$ cat config.mk
export PLATFORM = sky130hd
export DESIGN_NAME = hazard_scoreboard_ctrl_flat
export DESIGN_NICKNAME = d
export VERILOG_FILES = /design/src/rtl/hazard_scoreboard_ctrl_pkg.sv /design/src/rtl/hazard_scoreboard_ctrl_if.sv /design/src/rtl/hazard_scoreboard_ctrl_reg_scoreboard.sv /design/src/rtl/hazard_scoreboard_ctrl.sv /design/src/flat_wrapper.sv
export SDC_FILE = /design/constraint.sdc
export NUM_CORES = 1
export LEC_CHECK = 0
export CORE_UTILIZATION = 45
export CTS_BUF_LIST = sky130_fd_sc_hd__clkbuf_4
export DETAILED_ROUTE_END_ITERATION = 6
export PLACE_DENSITY = 0.65
export SLEW_MARGIN = 0
export SYNTH_ARGS = -nofsm -noshare
export SYNTH_HDL_FRONTEND = slang
export SYNTH_SLANG_ARGS = --single-unit
$ cat constraint.sdc
create_clock -name clk -period 6.05 [get_ports clk]
set_input_delay 1.21 -clock clk [delete_from_list [all_inputs] [get_ports clk]]
set_output_delay 1.21 -clock clk [all_outputs]
set_load 0.05 [all_outputs]
$ cat src/rtl/hazard_scoreboard_ctrl_pkg.sv
// Shared types and default parameters for the pipeline hazard controller.
package HazardPkg;

    // Architectural register index (x0..x31).
    typedef logic [4:0] reg_idx_t;

    // Flush sequencer states: normal operation, or killing wrong-path fetches.
    typedef enum logic {
        RUN   = 1'b0,
        FLUSH = 1'b1
    } fsm_t;

    localparam int NUM_REGS_DEF    = 32;
    localparam int WB_LATENCY_DEF  = 3;
    localparam int KILL_CYCLES_DEF = 2;

endpackage

$ cat src/rtl/hazard_scoreboard_ctrl_if.sv
// Bundle between the ID stage / EX redirect source and the hazard controller.
//
// Handshake: the ID stage presents an instruction by raising id_valid.
// The instruction advances to EX in the cycle that issue is high.
// While stall is high, the ID stage must hold every id_* field steady
// and keep id_valid high. While kill is high, the ID instruction is
// discarded and never issues. Nothing is ever both issued and stalled.
interface hazard_scoreboard_ctrl_if
    import HazardPkg::*;
#(
    parameter int NUM_REGS = NUM_REGS_DEF
);
    logic                id_valid;
    reg_idx_t            id_rs1;
    reg_idx_t            id_rs2;
    logic                id_uses_rs1;
    logic                id_uses_rs2;
    reg_idx_t            id_rd;
    logic                id_regwrite;
    logic                redirect;

    logic                valid;
    logic                kill;
    logic                stall;
    logic                issue;
    logic [NUM_REGS-1:0] busy_vec;
    fsm_t                flush_state;

    // Pipeline side: drives the ID instruction and redirect, observes controls.
    modport master (
        output id_valid, id_rs1, id_rs2, id_uses_rs1, id_uses_rs2,
               id_rd, id_regwrite, redirect,
        input  valid, kill, stall, issue, busy_vec, flush_state
    );

    // Controller side.
    modport slave (
        input  id_valid, id_rs1, id_rs2, id_uses_rs1, id_uses_rs2,
               id_rd, id_regwrite, redirect,
        output valid, kill, stall, issue, busy_vec, flush_state
    );
endinterface

$ cat src/rtl/hazard_scoreboard_ctrl_reg_scoreboard.sv
// Per-register countdown of in-flight writes. An entry is busy while its
// count is nonzero; issuing a writer reloads it with the write-back latency.
module reg_scoreboard
    import HazardPkg::*;
#(
    parameter int NUM_REGS   = NUM_REGS_DEF,
    parameter int WB_LATENCY = WB_LATENCY_DEF
) (
    input  logic                clk,
    input  logic                rst,
    input  logic                set_en,
    input  reg_idx_t            set_idx,
    input  reg_idx_t            rs1,
    input  reg_idx_t            rs2,
    output logic                busy_rs1,
    output logic                busy_rs2,
    output logic [NUM_REGS-1:0] busy_vec
);
    localparam int CW = $clog2(WB_LATENCY + 1);

    logic [NUM_REGS-1:0][CW-1:0] cnt;

    // Count down every live entry; a new write to the same entry wins. x0 is never tracked.
    always_ff @(posedge clk or posedge rst) begin
        if (rst) begin
            cnt <= '0;
        end else begin
            cnt[0] <= '0;
            for (int i = 1; i < NUM_REGS; i++) begin
                if (set_en && (set_idx == reg_idx_t'(i))) begin
                    cnt[i] <= CW'(WB_LATENCY);
                end else if (cnt[i] != '0) begin
                    cnt[i] <= cnt[i] - CW'(1);
                end
            end
        end
    end

    // Busy flags and the two source lookups use the pre-update counts.
    always_comb begin
        busy_vec = '0;
        for (int i = 0; i < NUM_REGS; i++) begin
            busy_vec[i] = (cnt[i] != '0);
        end
    end

    assign busy_rs1 = busy_vec[rs1];
    assign busy_rs2 = busy_vec[rs2];

endmodule

$ cat src/rtl/hazard_scoreboard_ctrl.sv
// IF/ID/EX hazard controller: scoreboard-based RAW stall plus the
// multi-cycle kill sequence after an EX redirect.
module hazard_scoreboard_ctrl
    import HazardPkg::*;
#(
    parameter int NUM_REGS    = NUM_REGS_DEF,
    parameter int WB_LATENCY  = WB_LATENCY_DEF,
    parameter int KILL_CYCLES = KILL_CYCLES_DEF
) (
    input logic                     clk,
    input logic                     rst,
    hazard_scoreboard_ctrl_if.slave bus
);
    localparam int KW = $clog2(KILL_CYCLES + 1);

    fsm_t                state;
    fsm_t                state_nxt;
    logic [KW-1:0]       kill_cnt;
    logic [KW-1:0]       kill_cnt_nxt;

    logic                busy_rs1;
    logic                busy_rs2;
    logic [NUM_REGS-1:0] sb_busy_vec;
    logic                hazard;
    logic                kill_int;
    logic                stall_int;
    logic                issue_int;
    logic                sb_set;

    reg_scoreboard #(
        .NUM_REGS   (NUM_REGS),
        .WB_LATENCY (WB_LATENCY)
    ) u_scoreboard (
        .clk      (clk),
        .rst      (rst),
        .set_en   (sb_set),
        .set_idx  (bus.id_rd),
        .rs1      (bus.id_rs1),
        .rs2      (bus.id_rs2),
        .busy_rs1 (busy_rs1),
        .busy_rs2 (busy_rs2),
        .busy_vec (sb_busy_vec)
    );

    // Flush sequencer state register.
    always_ff @(posedge clk or posedge rst) begin
        if (rst) begin
            state    <= RUN;
            kill_cnt <= '0;
        end else begin
            state    <= state_nxt;
            kill_cnt <= kill_cnt_nxt;
        end
    end

    // Flush sequencer next state: the redirect cycle kills on its own, FLUSH covers the rest.
    always_comb begin
        state_nxt    = state;
        kill_cnt_nxt = kill_cnt;
        case (state)
            RUN: begin
                if (bus.redirect && (KILL_CYCLES > 1)) begin
                    state_nxt    = FLUSH;
                    kill_cnt_nxt = KW'(KILL_CYCLES - 1);
                end
            end
            FLUSH: begin
                if (bus.redirect) begin
                    kill_cnt_nxt = KW'(KILL_CYCLES - 1);
                end else if (kill_cnt == KW'(1)) begin
                    state_nxt    = RUN;
                    kill_cnt_nxt = '0;
                end else begin
                    kill_cnt_nxt = kill_cnt - KW'(1);
                end
            end
            default: begin
                state_nxt    = RUN;
                kill_cnt_nxt = '0;
            end
        endcase
    end

    // Decoder controls; reset forces every output low without waiting for a clock.
    always_comb begin
        hazard    = bus.id_valid && ((bus.id_uses_rs1 && busy_rs1) ||
                                     (bus.id_uses_rs2 && busy_rs2));
        kill_int  = !rst && (bus.redirect || (state == FLUSH));
        stall_int = !rst && hazard && !kill_int;
        issue_int = !rst && bus.id_valid && !stall_int && !kill_int;
        sb_set    = issue_int && bus.id_regwrite && (bus.id_rd != '0);
    end

    assign bus.kill        = kill_int;
    assign bus.stall       = stall_int;
    assign bus.issue       = issue_int;
    assign bus.valid       = !rst && bus.id_valid && !kill_int;
    assign bus.busy_vec    = sb_busy_vec;
    assign bus.flush_state = state;

endmodule

$ cat src/flat_wrapper.sv
// flat-port wrapper written by rule: the top's interface ports become plain ports
module hazard_scoreboard_ctrl_flat import HazardPkg::*;
#(
    parameter int NUM_REGS    = NUM_REGS_DEF,
    parameter int WB_LATENCY  = WB_LATENCY_DEF,
    parameter int KILL_CYCLES = KILL_CYCLES_DEF
)
  (clk, rst, bus_id_valid, bus_id_rs1, bus_id_rs2, bus_id_uses_rs1, bus_id_uses_rs2, bus_id_rd, bus_id_regwrite, bus_redirect, bus_valid, bus_kill, bus_stall, bus_issue, bus_busy_vec, bus_flush_state);
  hazard_scoreboard_ctrl_if #(.NUM_REGS(NUM_REGS)) bus_i ();
  input logic clk;
  input logic rst;
  input wire logic [$bits(bus_i.id_valid)-1:0] bus_id_valid;
  input wire logic [$bits(bus_i.id_rs1)-1:0] bus_id_rs1;
  input wire logic [$bits(bus_i.id_rs2)-1:0] bus_id_rs2;
  input wire logic [$bits(bus_i.id_uses_rs1)-1:0] bus_id_uses_rs1;
  input wire logic [$bits(bus_i.id_uses_rs2)-1:0] bus_id_uses_rs2;
  input wire logic [$bits(bus_i.id_rd)-1:0] bus_id_rd;
  input wire logic [$bits(bus_i.id_regwrite)-1:0] bus_id_regwrite;
  input wire logic [$bits(bus_i.redirect)-1:0] bus_redirect;
  output wire logic [$bits(bus_i.valid)-1:0] bus_valid;
  output wire logic [$bits(bus_i.kill)-1:0] bus_kill;
  output wire logic [$bits(bus_i.stall)-1:0] bus_stall;
  output wire logic [$bits(bus_i.issue)-1:0] bus_issue;
  output wire logic [$bits(bus_i.busy_vec)-1:0] bus_busy_vec;
  output wire logic [$bits(bus_i.flush_state)-1:0] bus_flush_state;
  assign bus_i.id_valid = bus_id_valid;
  assign bus_i.id_rs1 = bus_id_rs1;
  assign bus_i.id_rs2 = bus_id_rs2;
  assign bus_i.id_uses_rs1 = bus_id_uses_rs1;
  assign bus_i.id_uses_rs2 = bus_id_uses_rs2;
  assign bus_i.id_rd = bus_id_rd;
  assign bus_i.id_regwrite = bus_id_regwrite;
  assign bus_i.redirect = bus_redirect;
  assign bus_valid = bus_i.valid;
  assign bus_kill = bus_i.kill;
  assign bus_stall = bus_i.stall;
  assign bus_issue = bus_i.issue;
  assign bus_busy_vec = bus_i.busy_vec;
  assign bus_flush_state = bus_i.flush_state;
  hazard_scoreboard_ctrl #(.NUM_REGS(NUM_REGS), .WB_LATENCY(WB_LATENCY), .KILL_CYCLES(KILL_CYCLES)) u_core (.clk(clk), .rst(rst), .bus(bus_i));
endmodule
==> impl_metrics.ini <==
[status]
outcome = complete, no violations

[setup_path]
cpPeakStageDelay_ns = 0.78
critical-path-slowest-cell = clkdlybuf4s50_1
r2r_start = u_core.u_scoreboard.cnt[24]$_DFFE_PP0P_
r2r_end = u_core.u_scoreboard.cnt[30]$_DFFE_PP0P_
r2r_setup_slack_ns = 3.30
worstSetupPathType = primary input to output pin
cp_cell_sequence = clkdlybuf4s50_1, mux4_2, o2111a_1, nor4_1, a41o_2, and2_1, buf_12
crit_path_start_kind = primary input
cp.required_ns = 4.84
arrival_ns = 3.72
cp-startpoint = bus_id_rs2[0]
rr_worst_depth = 8
critPathCaptureType = output pin
critPathMaxFanout = 10

[global_routing]
grt_usage_pct = 20.90
grt_remaining_overflow = 0
grt_pass1_vias = 3307
grt_start_max_net_pins = 66
grt_first_pass_wirelength_um = 16330
antenna_found_initial = 0

[cts]
h-tree-depth = 3
cts.repair.resized = 0
cts_tree = done
cts_made_buffers = 9
clkSinkCount = 65
clk_pin_slew_ns = 0.11
post-cts-setup-buffers = 0
clkLatencyLatePin_ns = 0.40
clockBufferDepth = 2
cts-hold-fix-buffers = 0
root_buffer = clkbuf_4

[layout]
area_growth_pct = 17.06
final_nets = 539
fin_util_pct = 55.04
antenna_cells = 0
drive_gt1_share_pct = 13.70
fin_cells = 618

[placed_design]
place_ws_ns = 1.097
dp_cells = 603
dpl.hpwl_um = 7257
port_buffers = 57
gp_congestion = 0.8802

[min_path]
worstHoldPathCells = 2
min_from = u_core.u_scoreboard.cnt[61]$_DFFE_PP0P_
hold_class = flip-flop to flip-flop
min_to = u_core.u_scoreboard.cnt[61]$_DFFE_PP0P_

[timing]
timing.slew.headroom_pct = 43.69
finalHoldViolCount = 0
worst_clock_skew_ns = 0.01077
setup_slack_ns = 1.117
setup-tns-final_ns = 0
worst_slew_pin_slew_ns = 0.8447
setup_viol = 0
rsz0062_at_grt = no
slew_viol_final = 0
whs_ns = 0.4990
fin_crit_sh_pct = 81.54
finalCriticalPeriod_ns = 4.933
fmax_ghz = 0.2027

[route]
drc = 0
wirelength_um = 9699
wl_per_cell_um = 15.69
firstDrtPassIters = 4
num_vias = 3289
drt_iter0_drc = 104
vias_per_cell = 5.322
ant_nets = 0

[floorplan]
core-area_sq_um = 9328
io_pins = 59
die-area_sq_um = 10140
rows = 35
start_util_pct = 47.02
die_w_um = 100.7
chipHeight_um = 100.7

[power]
powerDensity_nw_per_um2 = 600.1
p_clk_share_pct = 9.2
power_frac_comb_pct = 65.5
irDropWorstVdd_v = 0.0003406
seqPwrFrac_pct = 25.3
p_leak_nw = 2.361
internal_power_mw = 1.686
p_switching_mw = 1.395
switching_share_pct = 45.28

[yosys]
synth_area_sq_um = 4385
async_reset_ff_share_pct = 100.0
synth_cell_types = 44
synth_ff_type = dfrtp_1
ys_ff_latch = 65
yosysWarnings = 0
synth-edff-count = 0
synthCells = 442
synth_fp_nets = 496
yosysSeqAreaShare_pct = 37.09
syn-mean-instance-area_sq_um = 9.922

[run]
maxCapViolCount = 0
-- power groups by stage --
| stage | Clock [mW] | Combinational (mW) | Sequential, mW |
|---|---|---|---|
| after floorplan | 0 | 1.55 | 0.771 |
| after detailed placement | 0 | 2.03 | 0.788 |
| final | 0.284 | 2.02 | 0.779 |
| after CTS | 0.295 | 2.04 | 0.778 |
| after global placement | 0 | 1.97 | 0.778 |
| after global routing | 0.309 | 2.25 | 0.802 |
-- cells in the mapped netlist, types with 2 or more instances --
cell type / number / area share [%]
buf_2: 3 / 0.34
nand3_1: 4 / 0.46
or2_2: 3 / 0.43
dfrtp_1: 65 / 37
ha_1: 32 / 9.1
o2111ai_1: 6 / 1.2
o31ai_1: 46 / 7.9
o41ai_1: 11 / 2.2
o2111a_1: 3 / 0.77
o211ai_1: 3 / 0.51
mux4_2: 8 / 4.1
o41ai_2: 5 / 1.9
nor2_1: 13 / 1.1
nand4_1: 3 / 0.43
nand2_1: 12 / 1.0
mux2_2: 28 / 7.2
buf_1: 5 / 0.43
nand2b_1: 5 / 0.71
a21oi_1: 5 / 0.57
xor2_1: 31 / 6.2
a2111oi_0: 3 / 0.60
nor2b_1: 4 / 0.57
inv_1: 101 / 8.6
clkbuf_1: 15 / 1.3
nand3b_1: 2 / 0.34
buf_6: 4 / 1.0
nand4b_1: 2 / 0.40
mux2i_1: 4 / 0.91
-- sequential cells by signal, summed over array words and instances (netlist names) --
register and flops:
u_core.kill_cnt 2, u_core.u_scoreboard.cnt 62, u_core.bus.flush_state 1
-- kinds of logic after synthesis --
family | synth area share (%)
other cells | 0.08551
fa+ha+maj | 9.130
buf+inv | 11.98
flops | 37.09
simple gates | 6.277
compound gates | 17.03
xor+xnor | 6.191
mux | 12.21
-- worst max-delay path by stage --
stage	to	slack, ns	cells after the start
after floorplan	bus_issue	0.57	4
after global placement	bus_stall	1.12	7
after detailed placement	bus_stall	1.10	7
after CTS	bus_stall	1.10	7
final	bus_stall	1.12	7
after global routing	bus_stall	0.98	7
-- through the flow --
| stage | cell area, sq um | power, mW |
|---|---|---|
| global route | 5134 | 3.360 |
| finish | 5134 | 3.081 |
| CTS | 5134 | 3.112 |
| floorplan | 4385 | 2.320 |
| global placement | 5006 | 2.747 |
| detailed placement | 5006 | 2.819 |
-- metal layers --
metal,track usage (%),part of all wire (%),wire length [um],vias to the layer above
met4,5.574,1.1,110,0
met1,28.69,47,4587,1594
met3,4.438,4.9,480,8
met5,0,0,0,-
li1,-,-,-,1617
met2,33.61,47,4520,70
-- critical path: cells and delay by family --
kind | cells | cell delay (ns)
simple gates | 2 | 0.55
buf+inv | 2 | 0.94
compound gates | 2 | 0.45
mux | 1 | 0.56
-- final cells by class --
| type | instances | area, sq um |
|---|---|---|
| fillers | 872 | 4194 |
| flip-flops and latches | 65 | 1627 |
| clock buffers | 11 | 82.58 |
| inverters | 102 | 382.9 |
| multi-input cells | 247 | 2235 |
| clock inverters | 4 | 45.04 |
| well taps | 129 | 161.4 |
| repair buffers | 60 | 600.6 |
-- placed cells by master (no fill, tap or decap), drive strengths merged, types with 2 or more instances in the layout --
cell type,instances
o31ai,46
nand2b,5
clkdlybuf4s50,55
nor2,13
or2,3
nand3,4
a21oi,5
a2111oi,3
buf,5
nand3b,2
o211ai,3
xor2,31
mux2i,4
o41ai,16
ha,32
nand2,12
dfrtp,65
nand4,3
mux4,8
o2111a,3
nor2b,4
o2111ai,6
nand4b,2
clkbuf,11
inv,102
mux2,28
clkinv,2
Power figures use the tool's default switching activity.
